$ cat src/rtl/tt_um_hoene_protocol_pkg.sv
// Shared definitions for the Manchester LED protocol blocks:
// encoder state encoding, sync length and Manchester polarity.
package tt_um_hoene_protocol_pkg;

    // Encoder frame states, in transmission order.
    typedef enum logic [2:0] {
        IDLE   = 3'd0,
        SYNC_H = 3'd1,
        SYNC_L = 3'd2,
        DATA   = 3'd3,
        PARITY = 3'd4,
        GAP    = 3'd5
    } enc_state_t;

    // Sync violation: this many half-bits high, then this many low.
    localparam int SYNC_HALF_BITS = 3;

    // Line level during the first half of a bit; the second half is the bit value.
    localparam logic MAN_ONE_FIRST  = 1'b0;
    localparam logic MAN_ZERO_FIRST = 1'b1;

    // First-half line level for a given bit value.
    function automatic logic man_first_half(input logic bit_v);
        return bit_v ? MAN_ONE_FIRST : MAN_ZERO_FIRST;
    endfunction

endpackage

$ cat src/rtl/tt_um_hoene_manchester_encoder_if.sv
// Transmit word handshake into the Manchester encoder.
// Handshake: a word transfers on a rising clk edge where tx_valid and tx_ready
// are both high; tx_data is sampled only at that edge. tx_valid seen while
// tx_ready is low is dropped, never queued. tx_ready is a registered output.
interface tt_um_hoene_manchester_encoder_if #(
    parameter int FRAME_BITS = 24
);
    logic [FRAME_BITS-1:0] tx_data;
    logic                  tx_valid;
    logic                  tx_ready;

    modport master (output tx_data, output tx_valid, input tx_ready);
    modport slave  (input tx_data, input tx_valid, output tx_ready);
endinterface

$ cat src/rtl/tt_um_hoene_half_bit_timer.sv
// Half-bit timer: wrapping counter 0..HALF_PERIOD-1. tick marks the last
// cycle of a half-bit, pre_tick the cycle before it. clear restarts a half-bit.
module tt_um_hoene_half_bit_timer #(
    parameter int HALF_PERIOD = 8
) (
    input  logic clk,
    input  logic rst_n,
    input  logic clear,
    output logic tick,
    output logic pre_tick
);
    localparam logic [5:0] LAST = 6'(HALF_PERIOD - 1);
    localparam logic [5:0] PRE  = 6'(HALF_PERIOD - 2);

    logic [5:0] r_cnt;

    // Count cycles within the current half-bit, wrapping at the last one.
    always_ff @(posedge clk) begin
        if (!rst_n || clear) begin
            r_cnt <= 6'd0;
        end else if (r_cnt == LAST) begin
            r_cnt <= 6'd0;
        end else begin
            r_cnt <= r_cnt + 6'd1;
        end
    end

    assign tick     = (r_cnt == LAST);
    assign pre_tick = (r_cnt == PRE);
endmodule

$ cat src/rtl/tt_um_hoene_manchester_encoder.sv
// Manchester LED protocol transmitter: sync violation, MSB-first Manchester
// data, optional even parity bit, then an idle gap with the line low.
// Optional feature: define TT_HOENE_MANCHESTER_ENC_PARITY_EN to send the parity bit.
module tt_um_hoene_manchester_encoder
    import tt_um_hoene_protocol_pkg::*;
#(
    parameter int FRAME_BITS  = 24,
    parameter int HALF_PERIOD = 8,
    parameter int GAP_BITS    = 2
) (
    input  logic                                   clk,
    input  logic                                   rst_n,
    tt_um_hoene_manchester_encoder_if.slave        tx_if,
    output logic                                   out,
    output logic                                   out_clk,
    output logic                                   out_data,
    output logic                                   busy,
    output enc_state_t                             dbg_state
);
    localparam int         MSB       = FRAME_BITS - 1;
    localparam logic [4:0] LAST_SYNC = 5'(SYNC_HALF_BITS - 1);
    localparam logic [4:0] LAST_GAP  = 5'(2 * GAP_BITS - 1);
    localparam logic [4:0] FIRST_BIT = 5'(FRAME_BITS - 1);

    enc_state_t            r_state;
    logic [FRAME_BITS-1:0] r_shreg;
    logic [4:0]            r_bit_cnt;
    logic [4:0]            r_half_idx;
    logic                  r_second;
    logic                  r_out;
    logic                  r_out_clk;
    logic                  r_out_data;
    logic                  r_busy;
    logic                  r_tx_ready;
`ifdef TT_HOENE_MANCHESTER_ENC_PARITY_EN
    logic                  r_parity;
`endif

    logic                  w_tick;
    logic                  w_pre_tick;
    logic                  w_hs;
    logic [FRAME_BITS-1:0] w_shreg_next;

    assign w_hs         = tx_if.tx_valid & r_tx_ready;
    assign w_shreg_next = r_shreg << 1;

    tt_um_hoene_half_bit_timer #(
        .HALF_PERIOD(HALF_PERIOD)
    ) u_timer (
        .clk     (clk),
        .rst_n   (rst_n),
        .clear   (w_hs),
        .tick    (w_tick),
        .pre_tick(w_pre_tick)
    );

    // Frame sequencer: every output is a register updated on half-bit ticks.
    // tx_ready rises in the final cycle of the gap so a held tx_valid is taken
    // on the very edge the gap ends, keeping back-to-back frames exactly one
    // frame length apart without stretching the idle gap.
    always_ff @(posedge clk) begin
        if (!rst_n) begin
            r_state    <= IDLE;
            r_shreg    <= '0;
            r_bit_cnt  <= 5'd0;
            r_half_idx <= 5'd0;
            r_second   <= 1'b0;
            r_out      <= 1'b0;
            r_out_clk  <= 1'b0;
            r_out_data <= 1'b0;
            r_busy     <= 1'b0;
            r_tx_ready <= 1'b0;
`ifdef TT_HOENE_MANCHESTER_ENC_PARITY_EN
            r_parity   <= 1'b0;
`endif
        end else begin
            r_out_clk <= 1'b0;
            if (w_hs) begin
                r_state    <= SYNC_H;
                r_shreg    <= tx_if.tx_data;
                r_half_idx <= 5'd0;
                r_out      <= 1'b1;
                r_busy     <= 1'b1;
                r_tx_ready <= 1'b0;
            end else begin
                case (r_state)
                    IDLE: begin
                        r_out      <= 1'b0;
                        r_busy     <= 1'b0;
                        r_tx_ready <= 1'b1;
                    end
                    SYNC_H: begin
                        if (w_tick) begin
                            if (r_half_idx == LAST_SYNC) begin
                                r_state    <= SYNC_L;
                                r_half_idx <= 5'd0;
                                r_out      <= 1'b0;
                            end else begin
                                r_half_idx <= r_half_idx + 5'd1;
                            end
                        end
                    end
                    SYNC_L: begin
                        if (w_tick) begin
                            if (r_half_idx == LAST_SYNC) begin
                                r_state   <= DATA;
                                r_second  <= 1'b0;
                                r_bit_cnt <= FIRST_BIT;
                                r_out     <= man_first_half(r_shreg[MSB]);
`ifdef TT_HOENE_MANCHESTER_ENC_PARITY_EN
                                r_parity  <= 1'b0;
`endif
                            end else begin
                                r_half_idx <= r_half_idx + 5'd1;
                            end
                        end
                    end
                    DATA: begin
                        if (w_tick) begin
                            if (!r_second) begin
                                r_second   <= 1'b1;
                                r_out      <= r_shreg[MSB];
                                r_out_clk  <= 1'b1;
                                r_out_data <= r_shreg[MSB];
`ifdef TT_HOENE_MANCHESTER_ENC_PARITY_EN
                                r_parity   <= r_parity ^ r_shreg[MSB];
`endif
                            end else begin
                                r_second <= 1'b0;
                                r_shreg  <= w_shreg_next;
                                if (r_bit_cnt == 5'd0) begin
`ifdef TT_HOENE_MANCHESTER_ENC_PARITY_EN
                                    r_state <= PARITY;
                                    r_out   <= man_first_half(r_parity);
`else
                                    r_state    <= GAP;
                                    r_half_idx <= 5'd0;
                                    r_out      <= 1'b0;
`endif
                                end else begin
                                    r_bit_cnt <= r_bit_cnt - 5'd1;
                                    r_out     <= man_first_half(w_shreg_next[MSB]);
                                end
                            end
                        end
                    end
`ifdef TT_HOENE_MANCHESTER_ENC_PARITY_EN
                    PARITY: begin
                        if (w_tick) begin
                            if (!r_second) begin
                                r_second   <= 1'b1;
                                r_out      <= r_parity;
                                r_out_clk  <= 1'b1;
                                r_out_data <= r_parity;
                            end else begin
                                r_second   <= 1'b0;
                                r_state    <= GAP;
                                r_half_idx <= 5'd0;
                                r_out      <= 1'b0;
                            end
                        end
                    end
`endif
                    GAP: begin
                        if (w_pre_tick && (r_half_idx == LAST_GAP)) begin
                            r_tx_ready <= 1'b1;
                        end
                        if (w_tick) begin
                            if (r_half_idx == LAST_GAP) begin
                                r_state <= IDLE;
                                r_busy  <= 1'b0;
                            end else begin
                                r_half_idx <= r_half_idx + 5'd1;
                            end
                        end
                    end
                    default: begin
                        r_state <= IDLE;
                        r_out   <= 1'b0;
                    end
                endcase
            end
        end
    end

    assign tx_if.tx_ready = r_tx_ready;
    assign out            = r_out;
    assign out_clk        = r_out_clk;
    assign out_data       = r_out_data;
    assign busy           = r_busy;
    assign dbg_state      = r_state;
endmodule
$ cat src/flat_wrapper.sv
// flat-port wrapper written by rule: the top's interface ports become plain ports
module tt_um_hoene_manchester_encoder_flat import tt_um_hoene_protocol_pkg::*;
#(
    parameter int FRAME_BITS  = 24,
    parameter int HALF_PERIOD = 8,
    parameter int GAP_BITS    = 2
)
  (clk, rst_n, out, out_clk, out_data, busy, dbg_state, tx_if_tx_data, tx_if_tx_valid, tx_if_tx_ready);
  tt_um_hoene_manchester_encoder_if #(.FRAME_BITS(FRAME_BITS)) tx_if_i ();
  input  logic clk;
  input  logic rst_n;
  output logic out;
  output logic out_clk;
  output logic out_data;
  output logic busy;
  output enc_state_t dbg_state;
  input wire logic [$bits(tx_if_i.tx_data)-1:0] tx_if_tx_data;
  input wire logic [$bits(tx_if_i.tx_valid)-1:0] tx_if_tx_valid;
  output wire logic [$bits(tx_if_i.tx_ready)-1:0] tx_if_tx_ready;
  assign tx_if_i.tx_data = tx_if_tx_data;
  assign tx_if_i.tx_valid = tx_if_tx_valid;
  assign tx_if_tx_ready = tx_if_i.tx_ready;
  tt_um_hoene_manchester_encoder #(.FRAME_BITS(FRAME_BITS), .HALF_PERIOD(HALF_PERIOD), .GAP_BITS(GAP_BITS)) u_core (.clk(clk), .rst_n(rst_n), .tx_if(tx_if_i), .out(out), .out_clk(out_clk), .out_data(out_data), .busy(busy), .dbg_state(dbg_state));
endmodule
$ cat config.mk
export PLATFORM = sky130hd
export DESIGN_NAME = tt_um_hoene_manchester_encoder_flat
export DESIGN_NICKNAME = d
export VERILOG_FILES = /design/src/rtl/tt_um_hoene_protocol_pkg.sv /design/src/rtl/tt_um_hoene_manchester_encoder_if.sv /design/src/rtl/tt_um_hoene_half_bit_timer.sv /design/src/rtl/tt_um_hoene_manchester_encoder.sv /design/src/flat_wrapper.sv
export SDC_FILE = /design/constraint.sdc
export NUM_CORES = 1
export LEC_CHECK = 0
export ABC_AREA = 1
export CAP_MARGIN = 10
export CORE_MARGIN = 4
export CORE_UTILIZATION = 45
export DETAILED_ROUTE_END_ITERATION = 6
export PLACE_DENSITY = 0.67
export SYNTH_ARGS = -nofsm -noshare
export SYNTH_HDL_FRONTEND = slang
export SYNTH_SLANG_ARGS = --single-unit
$ cat constraint.sdc
create_clock -name clk -period 3.6 [get_ports clk]
set_clock_uncertainty 0.1 [all_clocks]
set_input_delay 0.72 -clock clk [delete_from_list [all_inputs] [get_ports clk]]
set_output_delay 0.72 -clock clk [all_outputs]
set_load 0.02 [all_outputs]
# Yosys cells after proc, flatten, opt, wreduce, memory -nomap -nowiden

Cells that the tools add are included.

Bitwise operators: 7
Equality and inequality tests: 32
$add $sub $neg: 3
Reductions and logical operators: 25
Multiplexer cells: 51

Operators with widths:

| kind                                           | number |
|---|---|
| 2-to-1 mux 24 bit                              | 4 |
| 2-to-1 mux 5 bit                               | 14 |
| 2-to-1 mux 3 bit                               | 9 |
| one-hot mux 5 bit (4 select lines)             | 1 |
| AND reduction 10 bit                           | 2 |
| != test 2 bit (second input constant)          | 9 |
| 2-to-1 mux 1 bit                               | 17 |
| != test 3 x 2 -> 1 bit (second input constant) | 5 |
| one-hot mux 3 bit (5 select lines)             | 1 |
| == test 6 x 3 -> 1 bit (second input constant) | 2 |
| != test 2 x 1 -> 1 bit (second input constant) | 6 |
| != test 3 bit (second input constant)          | 4 |
| == test 5 x 2 -> 1 bit (second input constant) | 2 |
| one-hot mux 5 bit (2 select lines)             | 1 |
| nonzero test 2 bit                             | 5 |
| AND reduction 9 bit                            | 1 |
| AND reduction 7 bit                            | 1 |
| adder 6 x 1 -> 6 bit (second input constant)   | 1 |
| == test 3 x 2 -> 1 bit (second input constant) | 2 |
| inverter 1 bit                                 | 6 |
| one-hot mux 1 bit (2 select lines)             | 3 |
| AND reduction 3 bit                            | 2 |
| AND reduction 6 bit                            | 1 |
| adder 5 x 1 -> 5 bit (second input constant)   | 1 |
| other kinds (17)                               | 18 |

Register bits: 49
Bits of input ports: 27
Output and inout port bits: 8
Word-level logic and storage cells: 130

# Longest topological paths before layout

Depth in word-level cells: 6
Gate-level depth with buffers: 12

# Hierarchy

A second synthesis with hierarchy kept.

Cells, all modules: 386
Area total of the unflattened synthesis: 2672.6 um^2

By module, submodules not included:

| module                         | times used | area an instance (um^2) | cells an instance |
|---|---|---|---|
| tt_um_hoene_manchester_encoder | 1          | 2353.5                  | 347 |
| tt_um_hoene_half_bit_timer     | 1          | 319.1                   | 39 |

# Worst setup path after synthesis

Ideal clock, no wire load.

Path kind: in2reg
From: input port tx_if_tx_valid
To: register u_core.r_out (netlist: u_core.out)
Arrival time: 1581 ps
Slack: 1808 ps
Cell stages on the path: 8
Cell sequence: nand2_2 -> inv_2 -> nor2_1 -> nand2_1 -> nand3_1 -> or2_2 -> nor2_1 -> nor2_1

Cells in the longest elaborated chain, start to end: 3
Elaborated cells on any way between the ends: 9

RTL lines:

| what                                                            | RTL line                              | text |
|---|---|---|
| from (decl)                                                     | flat_wrapper.sv:18                    | `input wire logic [$bits(tx_if_i.tx_valid)-1:0] tx_if_tx_valid;` |
| bitwise AND 1 bit *                                             | tt_um_hoene_manchester_encoder.sv:44  | `assign w_hs = tx_if.tx_valid & r_tx_ready;` |
| != test 3 x 2 -> 1 bit (no source line) (tied with other cells) | --                                    |  |
| AND reduction 6 bit (no source line)                            | --                                    |  |
| to (signal assigned)                                            | tt_um_hoene_manchester_encoder.sv:109 | `r_out <= man_first_half(r_shreg[MSB]);` |
| to (signal assigned)                                            | tt_um_hoene_manchester_encoder.sv:122 | `r_out <= r_shreg[MSB];` |
| to (signal assigned)                                            | tt_um_hoene_manchester_encoder.sv:142 | `r_out <= man_first_half(w_shreg_next[MSB]);` |
| to (decl)                                                       | tt_um_hoene_manchester_encoder.sv:30  | `logic r_out;` |

Mark *: on every way between the ends. The rest lies on a longest branch, timed or not.
A chain may end at the register's enable or synchronous reset.

# Worst setup path after layout

From: register u_core.r_state[2] (netlist: u_core.dbg_state[2])
To: output port dbg_state[2]

RTL lines:

| what                   | RTL line                             | text |
|---|---|---|
| from (decl)            | tt_um_hoene_manchester_encoder.sv:25 | `enc_state_t r_state;` |
| from (signal assigned) | tt_um_hoene_manchester_encoder.sv:63 | `r_state <= IDLE;` |
| from (signal assigned) | tt_um_hoene_manchester_encoder.sv:79 | `r_state <= SYNC_H;` |
| from (signal assigned) | tt_um_hoene_manchester_encoder.sv:95 | `r_state <= SYNC_L;` |
| to (decl)              | flat_wrapper.sv:16                   | `output enc_state_t dbg_state;` |

No word-level cell between the ends.

==> reports/results.ini <==
[global_routing]
grt_pass1_vias = 2444
antenna_found_initial = 0
grt_max_degree = 28
grt_usage_pct = 18.0
grt_pass1_wl_um = 11000
grt_overflow = 0

[pwr]
p_seq_share_pct = 38.7
sw_frac_of_total_pct = 41.0
p_leak_uw = 0.00144
ir_drop_v = 0.000333
power_density_mw_per_mm2 = 551
p_int_uw = 1020
combPwrFrac_pct = 43.4
clockPowerShare_pct = 18.0
power_uw = 1730
p_sw_uw = 709

[synth]
synth_top_family_by_area = simple AND/OR/NAND/NOR gates
synth_seq_cells = 49
yosys.area_share.simple_pct = 42.3
yosys.area.top_type = dfxtp_1
synth_edf_count = 0
synth_warnings = 0
synth_compound_area_share_pct = 9.88
ys_top_cells_by_count = nand2_1, nor2_1, dfxtp_1
synth_xor_area_share_pct = 1.31
synthAdderAreaFrac_pct = 2.34
syn_inst = 418
ys_types = 34
postSynth.asyncResetShare_pct = 0
yosys-mux-area-fraction_pct = 0
synth.avg_cell_area_um2 = 6.39
synth_area_mm2 = 0.00267
synth_ff_type = dfxtp_1
synth.most_common_cell = nand2_1
yosys.area.top_type_share_pct = 36.7
synth-seq-area-share_pct = 36.7
synthTopCellsByArea = dfxtp_1, nand2_1, nor2_1
synth_nets = 450

[clock_network]
cts_tree = built
htreeDepth = 2
cts_root_buf = clkbuf_8
clk_latency_ns = 0.30
cts_hold_buf = 0
cts_buffer_depth = 2
clkTransAtPathRegs_ns = 0.09
clock-sinks = 49
cts_made_buffers = 5
cts_resized = 0
post_cts_buffers = 0

[layout]
seqCellArea_um2 = 981
syn_to_final_growth_pct = 17.6
layout-drive-gt1-share_pct = 7.96
diodes = 0
fin_nets = 483
fillCellCount = 559
multi_input_area_mm2 = 0.00149

[outcome]
status = completed

[die]
die_h_um = 85.0
pin_count = 35
die_area_mm2 = 0.00723
start_util_pct = 47.3
core_area_mm2 = 0.00564
die_x_um = 85.0
row_count = 27

[setup_path]
path_buf_inv = 1
path_cells = clkdlybuf4s50_1
critPathMaxStageDelay_ns = 0.66
arrival_ns = 1.45
path_max_fanout = 8
critPathTopFamily = buffers and inverters
cp.required_ns = 2.78
crit_type = reg2out
startpoint_type = flip-flop
end_kind = output pin
slowest_stage = clkdlybuf4s50_1

[placed_design]
port-buffer-count = 34
dp_worst_setup_slack_ns = 1.23
gp_congestion = 0.866
dp_hpwl_um = 4420

[timing]
fin_setup_tns_ns = 0
fmax_mhz = 441
rsz0062_at_grt = no
setup_viol = 0
slew_headroom_pct = 66.4
tightest_slew_ns = 0.501
fin_hold_ws_ns = 0.374
fin_crit_sh_pct = 63.0
hold_violations = 0
finalCriticalPeriod_ns = 2.27
slew_viol_final = 0
fin_ws_ns = 1.33

[route]
wl_met2_um = 2720
wl_met3_um = 272
vias = 2593
wl_um = 6200
first_pass_iters = 4
drt.antenna.violating_nets = 0
top_layer = met4
drt_iter0_markers = 244
wl_per_cell_um = 11.8
drc = 0
wl_met1_um = 3150
vias_per_cell = 4.95

[min_path]
hp-class = reg2reg

[job]
max_cap_viol_count = 0

-- path summary, 6_finish.rpt --
| kind | startpoint | to | slack (ns) | cells after the start |
|---|---|---|---|---|
| worst max register to register | u_core.u_timer.r_cnt[0] | u_core.r_shreg[12] | 1.74 | 9 |
| worst min register to register | u_core.u_timer.r_cnt[0] | u_core.u_timer.r_cnt[0] | 0.37 | 1 |
| worst min-delay path | u_core.u_timer.r_cnt[0] | u_core.u_timer.r_cnt[0] | 0.37 | 1 |
| worst max-delay path | u_core.dbg_state[2] | dbg_state[2] | 1.33 | 1 |
-- logic make-up (layout without fill, tap and decap cells) --
family / after synthesis / count (layout)
DFF: 49 / 49
AOI/OAI and AO/OA: 50 / 50
buffers and inverters: 44 / 78
adders and majority gates: 5 / 5
and+or+nand+nor: 266 / 266
xor gates and xnor gates: 4 / 4
-- sequential cells by signal (all words and copies together), names as in the netlist --
register / flops
u_core.r_half_idx: 5
u_core.out_clk: 1
u_core.out_data: 1
u_core.r_second: 1
u_core.busy: 1
u_core.r_bit_cnt: 5
u_core.out: 1
u_core.u_timer.r_cnt: 6
u_core.dbg_state: 3
u_core.tx_if.tx_ready: 1
u_core.r_shreg: 24
-- power by group through the flow --
stage	Clock, uW	Sequential, uW	Combinational (uW)
2_1_floorplan	0	695	531
3_3_place_gp	0	679	740
3_5_place_dp	0	680	748
4_1_cts	321	668	750
5_1_grt	346	679	866
6_report	311	669	750
-- layout by cell type (no fill, tap or decap), drive strengths merged, types with 2 or more instances in the layout --
master | Yosys | routed
nand2 | 139 | 139
nor2 | 87 | 87
dfxtp | 49 | 49
clkdlybuf4s50 | 0 | 34
o21ai | 32 | 32
nand3 | 30 | 30
inv | 30 | 30
a21oi | 14 | 14
clkbuf | 2 | 6
ha | 5 | 5
buf | 11 | 5
xor2 | 4 | 4
clkinv | 1 | 3
nor3 | 3 | 3
or2 | 2 | 2
-- stage by stage --
stage	area [um2]	std cells	utilization (%)
2_1_floorplan	2670	418	-
3_3_place_gp	3060	516	54.2
3_5_place_dp	3060	516	54.2
4_1_cts	3140	524	55.7
5_1_grt	3140	524	55.7
6_report	3140	524	55.7
-- final cells by class --
type | count | area share [%]
timing repair buffer | 39 | 12.0
clock inverter | 2 | 0.319
inverter | 31 | 3.74
multi-input combinational | 325 | 47.5
sequential | 49 | 31.2
tap | 72 | 2.87
clock buffer | 6 | 2.31
-- layer usage --
layer	global-route usage, %	vias up
met5	0	-
met1	25.6	1158
met2	28.1	52
li1	-	1378
met4	4.46	0
met3	3.50	5
No activity file was read; power rests on OpenSTA's default activity.
